**config.mk**
```make
export PLATFORM = sky130hd
export DESIGN_NAME = muldiv_seq_flat
export DESIGN_NICKNAME = d
export VERILOG_FILES = /design/src/rtl/muldiv_seq_if.sv /design/src/rtl/muldiv_seq.sv /design/src/flat_wrapper.sv
export SDC_FILE = /design/constraint.sdc
export NUM_CORES = 1
export LEC_CHECK = 0
export CORE_AREA = 2 2 230 232
export DETAILED_ROUTE_END_ITERATION = 7
export DIE_AREA = 0 0 232 234
export GPL_TIMING_DRIVEN = 0
export HOLD_SLACK_MARGIN = 0.08
export SLEW_MARGIN = 20
export SYNTH_ARGS = -nofsm -noshare
export SYNTH_HDL_FRONTEND = slang
export SYNTH_SLANG_ARGS = --single-unit
```
**constraint.sdc**
```tcl
create_clock -name clk -period 8.5 [get_ports clk]
set_input_delay 2.125 -clock clk [delete_from_list [all_inputs] [get_ports clk]]
set_output_delay 2.125 -clock clk [all_outputs]
set_load 0.05 [all_outputs]
```
**src/rtl/muldiv_seq_if.sv**
```systemverilog
// Handshake and result bundle between the execute stage and the multiply/divide sequencer.
// The master side issues requests; the slave side (the sequencer) returns status and HI/LO.
interface muldiv_seq_if #(
    parameter int WIDTH = 32
);
    logic             start;
    logic [1:0]       op;
    logic [WIDTH-1:0] rs_val;
    logic [WIDTH-1:0] rt_val;
    logic             flush;
    logic             busy;
    logic             stall;
    logic             done;
    logic [WIDTH-1:0] hi;
    logic [WIDTH-1:0] lo;

    modport master (
        output start, op, rs_val, rt_val, flush,
        input  busy, stall, done, hi, lo
    );

    modport slave (
        input  start, op, rs_val, rt_val, flush,
        output busy, stall, done, hi, lo
    );
endinterface

```
**src/rtl/muldiv_seq.sv**
```systemverilog
// Iterative multiply/divide unit: radix-2 shift-add multiplier and restoring divider
// working on operand magnitudes, with sign fix-up applied when HI/LO are written.
module muldiv_seq #(
    parameter int WIDTH = 32,
    parameter int CNT_W = 6
) (
    input  logic        clk,
    input  logic        rst,
    muldiv_seq_if.slave bus
);
    typedef enum logic [1:0] {IDLE, MUL_RUN, DIV_RUN, DONE} state_t;

    state_t             state_reg, state_next;
    logic               is_div_reg;
    logic               neg_hi_reg, neg_lo_reg;
    logic [WIDTH-1:0]   opa_reg;      // multiplicand or divisor magnitude
    logic [2*WIDTH-1:0] acc_reg;      // {partial product, multiplier} or {remainder, dividend/quotient}
    logic [CNT_W-1:0]   cnt_reg;
    logic [WIDTH-1:0]   hi_reg, lo_reg;

    logic               accept, signed_op, rs_neg, rt_neg, div_zero;
    logic [WIDTH-1:0]   rs_mag, rt_mag;
    logic [WIDTH:0]     mul_sum, div_shift, div_diff;
    logic [2*WIDTH-1:0] mul_next, div_next, prod_fixed;
    logic [WIDTH-1:0]   res_hi, res_lo;

    assign accept    = (state_reg == IDLE) && bus.start && !bus.flush;
    assign signed_op = !bus.op[0];
    assign rs_neg    = signed_op && bus.rs_val[WIDTH-1];
    assign rt_neg    = signed_op && bus.rt_val[WIDTH-1];
    assign rs_mag    = rs_neg ? -bus.rs_val : bus.rs_val;
    assign rt_mag    = rt_neg ? -bus.rt_val : bus.rt_val;
    assign div_zero  = bus.op[1] && (bus.rt_val == '0);

    // Carry out of the add lands in the top bit before the right shift.
    assign mul_sum  = {1'b0, acc_reg[2*WIDTH-1:WIDTH]} + (acc_reg[0] ? {1'b0, opa_reg} : '0);
    assign mul_next = {mul_sum, acc_reg[WIDTH-1:1]};

    assign div_shift = {acc_reg[2*WIDTH-1:WIDTH], acc_reg[WIDTH-1]};
    assign div_diff  = div_shift - {1'b0, opa_reg};
    assign div_next  = div_diff[WIDTH] ? {div_shift[WIDTH-1:0], acc_reg[WIDTH-2:0], 1'b0}
                                       : {div_diff[WIDTH-1:0],  acc_reg[WIDTH-2:0], 1'b1};

    assign prod_fixed = neg_lo_reg ? -acc_reg : acc_reg;
    assign res_hi = is_div_reg ? (neg_hi_reg ? -acc_reg[2*WIDTH-1:WIDTH] : acc_reg[2*WIDTH-1:WIDTH])
                               : prod_fixed[2*WIDTH-1:WIDTH];
    assign res_lo = is_div_reg ? (neg_lo_reg ? -acc_reg[WIDTH-1:0] : acc_reg[WIDTH-1:0])
                               : prod_fixed[WIDTH-1:0];

    always_ff @(posedge clk or posedge rst) begin
        if (rst) begin
            state_reg <= IDLE;
        end else begin
            state_reg <= state_next;
        end
    end

    always_comb begin
        state_next = state_reg;
        bus.busy   = 1'b0;
        bus.done   = 1'b0;
        case (state_reg)
            IDLE: begin
                if (accept) begin
                    if (!bus.op[1])    state_next = MUL_RUN;
                    else if (div_zero) state_next = DONE;
                    else               state_next = DIV_RUN;
                end
            end
            MUL_RUN, DIV_RUN: begin
                bus.busy = 1'b1;
                if (bus.flush)             state_next = IDLE;
                else if (cnt_reg == 'd1)   state_next = DONE;
            end
            DONE: begin
                bus.done   = !bus.flush;
                state_next = IDLE;
            end
            default: state_next = IDLE;
        endcase
    end

    assign bus.stall = bus.busy || (bus.start && (state_reg == IDLE));
    assign bus.hi    = hi_reg;
    assign bus.lo    = lo_reg;

    always_ff @(posedge clk or posedge rst) begin
        if (rst) begin
            is_div_reg <= 1'b0;
            neg_hi_reg <= 1'b0;
            neg_lo_reg <= 1'b0;
            opa_reg    <= '0;
            acc_reg    <= '0;
            cnt_reg    <= '0;
            hi_reg     <= '0;
            lo_reg     <= '0;
        end else begin
            case (state_reg)
                IDLE: begin
                    if (accept) begin
                        is_div_reg <= bus.op[1];
                        cnt_reg    <= CNT_W'(WIDTH);
                        if (div_zero) begin
                            // Raw dividend goes to HI, all ones to LO, no sign fix-up.
                            neg_hi_reg <= 1'b0;
                            neg_lo_reg <= 1'b0;
                            acc_reg    <= {bus.rs_val, {WIDTH{1'b1}}};
                        end else if (!bus.op[1]) begin
                            neg_hi_reg <= rs_neg ^ rt_neg;
                            neg_lo_reg <= rs_neg ^ rt_neg;
                            opa_reg    <= rs_mag;
                            acc_reg    <= {{WIDTH{1'b0}}, rt_mag};
                        end else begin
                            neg_hi_reg <= rs_neg;
                            neg_lo_reg <= rs_neg ^ rt_neg;
                            opa_reg    <= rt_mag;
                            acc_reg    <= {{WIDTH{1'b0}}, rs_mag};
                        end
                    end
                end
                MUL_RUN: begin
                    acc_reg <= mul_next;
                    cnt_reg <= cnt_reg - 1'b1;
                end
                DIV_RUN: begin
                    acc_reg <= div_next;
                    cnt_reg <= cnt_reg - 1'b1;
                end
                DONE: begin
                    if (!bus.flush) begin
                        hi_reg <= res_hi;
                        lo_reg <= res_lo;
                    end
                end
                default: ;
            endcase
        end
    end
endmodule

```
**src/flat_wrapper.sv**
```systemverilog
// flat-port wrapper written by rule: the top's interface ports become plain ports
module muldiv_seq_flat 
#(
    parameter int WIDTH = 32,
    parameter int CNT_W = 6
)
  (clk, rst, bus_start, bus_op, bus_rs_val, bus_rt_val, bus_flush, bus_busy, bus_stall, bus_done, bus_hi, bus_lo);
  muldiv_seq_if #(.WIDTH(WIDTH)) bus_i ();
  input  logic clk;
  input  logic rst;
  input wire logic [$bits(bus_i.start)-1:0] bus_start;
  input wire logic [$bits(bus_i.op)-1:0] bus_op;
  input wire logic [$bits(bus_i.rs_val)-1:0] bus_rs_val;
  input wire logic [$bits(bus_i.rt_val)-1:0] bus_rt_val;
  input wire logic [$bits(bus_i.flush)-1:0] bus_flush;
  output wire logic [$bits(bus_i.busy)-1:0] bus_busy;
  output wire logic [$bits(bus_i.stall)-1:0] bus_stall;
  output wire logic [$bits(bus_i.done)-1:0] bus_done;
  output wire logic [$bits(bus_i.hi)-1:0] bus_hi;
  output wire logic [$bits(bus_i.lo)-1:0] bus_lo;
  assign bus_i.start = bus_start;
  assign bus_i.op = bus_op;
  assign bus_i.rs_val = bus_rs_val;
  assign bus_i.rt_val = bus_rt_val;
  assign bus_i.flush = bus_flush;
  assign bus_busy = bus_i.busy;
  assign bus_stall = bus_i.stall;
  assign bus_done = bus_i.done;
  assign bus_hi = bus_i.hi;
  assign bus_lo = bus_i.lo;
  muldiv_seq #(.WIDTH(WIDTH), .CNT_W(CNT_W)) u_core (.clk(clk), .rst(rst), .bus(bus_i));
endmodule
```
; ---- Word-level counts from Yosys, hierarchy flattened
; Cells that the tools add are included.
[op_classes]
add_sub_neg = 8
mul = 0
div = 0
magnitude_cmp = 0
eq_ne = 6
n_shift = 0
n_mux = 27
bitwise_logic = 3
reduce_logical = 19
[ops]
columns = operator, n
row1 = $mux 32, 9
row2 = $mux 64, 4
row3 = $pmux 64 s3, 1
row4 = $neg 32->32, 4
row5 = $neg 64->64, 1
row6 = $add 32x33->33, 1
row7 = $sub 33x32->33, 1
row8 = $logic_not 32->1, 1
row9 = $pmux 6 s2, 1
row10 = $reduce_and 2->1, 5
row11 = $mux 2, 4
row12 = $eq 6x1->1 const B, 1
row13 = $mux 1, 6
row14 = $mux 6, 1
row15 = $pmux 2 s3, 1
row16 = $sub 6x1->6 const B, 1
row17 = $logic_and 1x1->1, 5
row18 = $eq 2x2->1 const B, 2
row19 = $ne 3x1->1 const B, 1
row20 = $reduce_and 3->1, 1
row21 = $reduce_bool 3->1, 1
row22 = $eq 2x1->1 const B, 1
row23 = $logic_not 1->1, 2
row24 = $logic_not 2->1, 1
row25 = 6 further kinds, 7
[totals]
ff_bits = 171
latch_bits = 0
ram_bits = 0
rom_bits = 0
in_bits = 70
memories = 0

; ---- Longest topological paths before layout
[depth]
word_depth = 7
ltp_mapped = 14
ltp_nobuf = 12

; ---- Worst setup path after synthesis
; Ideal clock, no wire load.
[synth_path]
path_kind = input to output
startpoint = input port bus_flush
endpoint = output port bus_done
t_arrival_ns = 3.285
setup_slack_ns = 3.090
cell_stages = 5
n_path_buf = 3
path_cell_list = nand2b_1 -> clkbuf_1 -> clkbuf_1 -> clkbuf_1 -> inv_1
[synth_between]
elab_chain_len = 2
[synth_rtl]
columns = item, line_no
row1 = "start, declared", flat_wrapper.sv:15  ; input wire logic [$bits(bus_i.flush)-1:0] bus_flush;
row2 = $logic_not 1->1, muldiv_seq.sv:76  ; bus.done = !bus.flush;
row3 = $mux 1, muldiv_seq.sv:62  ; case (state_reg)
row4 = "end, declared", flat_wrapper.sv:18  ; output wire logic [$bits(bus_i.done)-1:0] bus_done;
; No other way between the ends.

; ---- Worst setup path in the final report
; Same ends and word-level chain as after synthesis.

==> results.py <==
metrics = {
    "sta": {
        "fmax_mhz": 133,
        "final-max-slew-violation-count": 0,
        "tightest_slew_ns": 1.04,
        "final.setup.worst_slack_ns": 0.988,
        "fin_crit_ns": 7.51,
        "rsz0062_at_grt": "no",
        "finalSetupTns_ns": 0,
        "relSlewSlack_pct": 30.4,
        "setup_viol": 0,
        "finalCritPeriodShare_pct": 88.4,
        "finalHoldViolations": 0,
        "skew_ns": 0.0173,
        "hold_ws_ns": 0.483,
    },
    "synth": {
        "synthFlopType": "dfrtp_1",
        "ys_ff_latch": 171,
        "synthCells": 1913,
        "yosysUniqueCellTypes": 81,
        "syn_area_per_cell_um2": 7.74,
        "yosysWarnings": 0,
        "syn_nets": 2059,
        "async_flop_share_pct": 100,
        "seq_area_frac_synth_pct": 28.9,
        "netlist_area_mm2": 0.0148,
        "synth_edf_count": 0,
    },
    "floorplan": {
        "die_x_um": 232,
        "io_pins": 137,
        "initial_utilization_pct": 28.5,
        "dieArea_mm2": 0.0543,
        "fp.dieH_um": 234,
        "rows": 84,
        "core_area_mm2": 0.0520,
    },
    "clocking": {
        "post_cts_resized": 0,
        "cts_tree": "done",
        "post_cts_buffers": 0,
        "clockRootBuffer": "clkbuf_16",
        "cts_sinks": 171,
        "cts_buffers": 17,
        "clockBufferDepth": 2,
        "holdBufCountCts": 0,
        "worst_skew_pair.late_latency_ns": 0.48,
        "clkSlewWorstSetupHoldPaths_ns": 0.08,
        "htree_levels": 4,
    },
    "drt": {
        "first_pass_iters": 8,
        "ant_nets": 0,
        "post-route-drc-count": 0,
        "vias_per_cell": 5.72,
        "via_count": 15900,
        "routed_wl_um": 63400,
        "drtIter0Drc": 1614,
        "wl_per_cell_um": 22.9,
    },
    "worst_hold_path": {
        "hold_start": "u_core.bus.lo[17]$_DFFE_PP0P_",
        "holdPathEnd": "u_core.bus.lo[17]$_DFFE_PP0P_",
        "min_path_cells": 2,
        "hp-class": "flop to flop",
    },
    "layout": {
        "synthToLayoutAreaGrowth_pct": 19.4,
        "diodes": 0,
        "drive_above_1_share_pct": 4.56,
        "utilization_pct": 34.0,
        "largest_register_ffs": 64,
        "fin_nets": 2215,
    },
    "placement": {
        "place_ws_ns": 0.919,
        "io_buffers": 136,
        "place_congestion": 0.995,
        "dp_hpwl_um": 50800,
    },
    "power": {
        "p_leak_nw": 7.24,
        "peakVddDrop_uv": 206,
        "powerDensity_mw_per_mm2": 508,
    },
    "worst_setup_path": {
        "r2r_cells": 14,
        "critical_path_class": "primary input to primary output",
        "critPathCaptureType": "primary output",
        "r2r_slack_ns": 3.44,
        "start_kind": "primary input",
        "cp.arrival_ns": 5.39,
        "cp.required_ns": 6.38,
        "r2r-start": "u_core.acc_reg[0]$_DFFE_PP0P_",
        "reg2reg_to": "u_core.acc_reg[58]$_DFFE_PP0P_",
        "path_max_fanout": 10,
    },
    "status": {
        "run_status": "complete, no violations",
    },
    "global_route": {
        "gr-total-overflow": 0,
        "grt_pass1_wl_um": 95700,
        "grt_max_degree": 102,
        "grtUsageTotal_pct": 23.2,
        "antenna_found_initial": 3,
        "grt_pass1_vias": 15300,
    },
    "run": {
        "maxCapViolCount": 0,
    },
}
## logic make-up (layout without fill, tap and decap cells)
logic type / count (synthesis) / in the layout / synth area share [%]
AO/OA/AOI/OAI: 661 / 661 / 27.4
XOR/XNOR: 172 / 172 / 10.2
adder cells (fa/ha/maj): 76 / 76 / 6.52
buffers and inverters: 188 / 357 / 5.09
flip-flops: 171 / 171 / 28.9
multiplexers: 31 / 31 / 2.22
AND/OR/NAND/NOR: 614 / 614 / 19.7
## where the power goes
part           leakage [nW]  switching [mW]  internal, mW
Sequential             2.13           0.517          1.21
Clock                 0.293           0.444         0.401
Combinational          4.81            4.14          2.27
Total                  7.24            5.10          3.88
## synthesized netlist by cell type, drive strengths merged, types with 6 or more instances
cell | number | share of area [%]
a211oi | 10 | 0.51
a21o | 34 | 1.7
a21oi | 180 | 6.1
a221o | 10 | 0.68
a221oi | 29 | 1.7
a22o | 14 | 0.83
a22oi | 15 | 0.76
a311oi | 6 | 0.35
a31oi | 33 | 1.4
and2 | 7 | 0.30
and3 | 12 | 0.51
buf | 26 | 0.99
clkbuf | 92 | 2.3
dfrtp | 171 | 29
ha | 74 | 6.3
inv | 69 | 1.7
mux2 | 15 | 1.1
mux2i | 16 | 1.1
nand2 | 238 | 6.0
nand2b | 17 | 0.77
nand3 | 36 | 1.2
nand3b | 7 | 0.38
nand4 | 11 | 0.46
nor2 | 159 | 4.1
nor2b | 13 | 0.55
nor3 | 43 | 1.6
nor4 | 20 | 1.0
o211ai | 9 | 0.46
o21ai | 229 | 7.7
o21bai | 7 | 0.35
o221ai | 6 | 0.35
o22ai | 7 | 0.30
o31ai | 26 | 1.4
o41ai | 12 | 0.71
or3 | 11 | 0.53
or4 | 19 | 1.0
xnor2 | 93 | 5.5
xor2 | 79 | 4.7
## per-stage QoR
stage          instances  instance area [um2]  power, mW
3_3_place_gp        2737                17000       7.95
6_report            2770                17700       8.98
4_1_cts             2770                17700       8.87
2_1_floorplan       1913                14800       5.93
5_1_grt             2770                17700       9.57
3_5_place_dp        2738                17100       8.01
## per-layer routing
metal	global-route usage [%]	share of wire [%]	up-vias
met5	0	0.021	-
met4	9.42	3.9	2
met3	4.71	8.6	132
met2	36.4	44	797
met1	31.1	43	7683
li1	-	-	7238
## layout make-up
cell class	instances	area, um2
Buffer	118	492
Clock buffer	17	425
Clock inverter	15	193
Fill cell	5516	34300
Inverter	70	270
Multi-Input combinational cell	1554	9780
Sequential cell	171	4280
Tap cell	688	861
Timing Repair Buffer	137	1390
## worst max-delay path, stage by stage
cell,delay (ns)
clkdlybuf4s50_1,0.55
nand2b_1,0.21
clkbuf_1,0.68
clkbuf_1,0.51
clkbuf_1,0.49
inv_1,0.08
clkdlybuf4s50_1,0.71
## worst max-delay path by stage
stage              start                            end  cells past startpoint
5_1_grt        bus_flush                       bus_done                      7
2_1_floorplan        rst  u_core.acc_reg[0]$_DFFE_PP0P_                      1
3_3_place_gp         rst   u_core.bus.hi[4]$_DFFE_PP0P_                      2
3_5_place_dp   bus_flush                       bus_done                      7
4_1_cts        bus_flush                       bus_done                      7
6_report       bus_flush                       bus_done                      7
## layout by cell type (no fill, tap or decap), drive strengths merged, types with 27 or more instances in the layout
master	instances
nand2	238
o21ai	229
a21oi	180
dfrtp	171
nor2	159
clkdlybuf4s50	136
clkbuf	109
xnor2	93
xor2	79
ha	74
inv	74
nor3	43
nand3	36
a21o	34
a31oi	33
a221oi	29
buf	27
No activity file was read; power rests on OpenSTA's default activity.
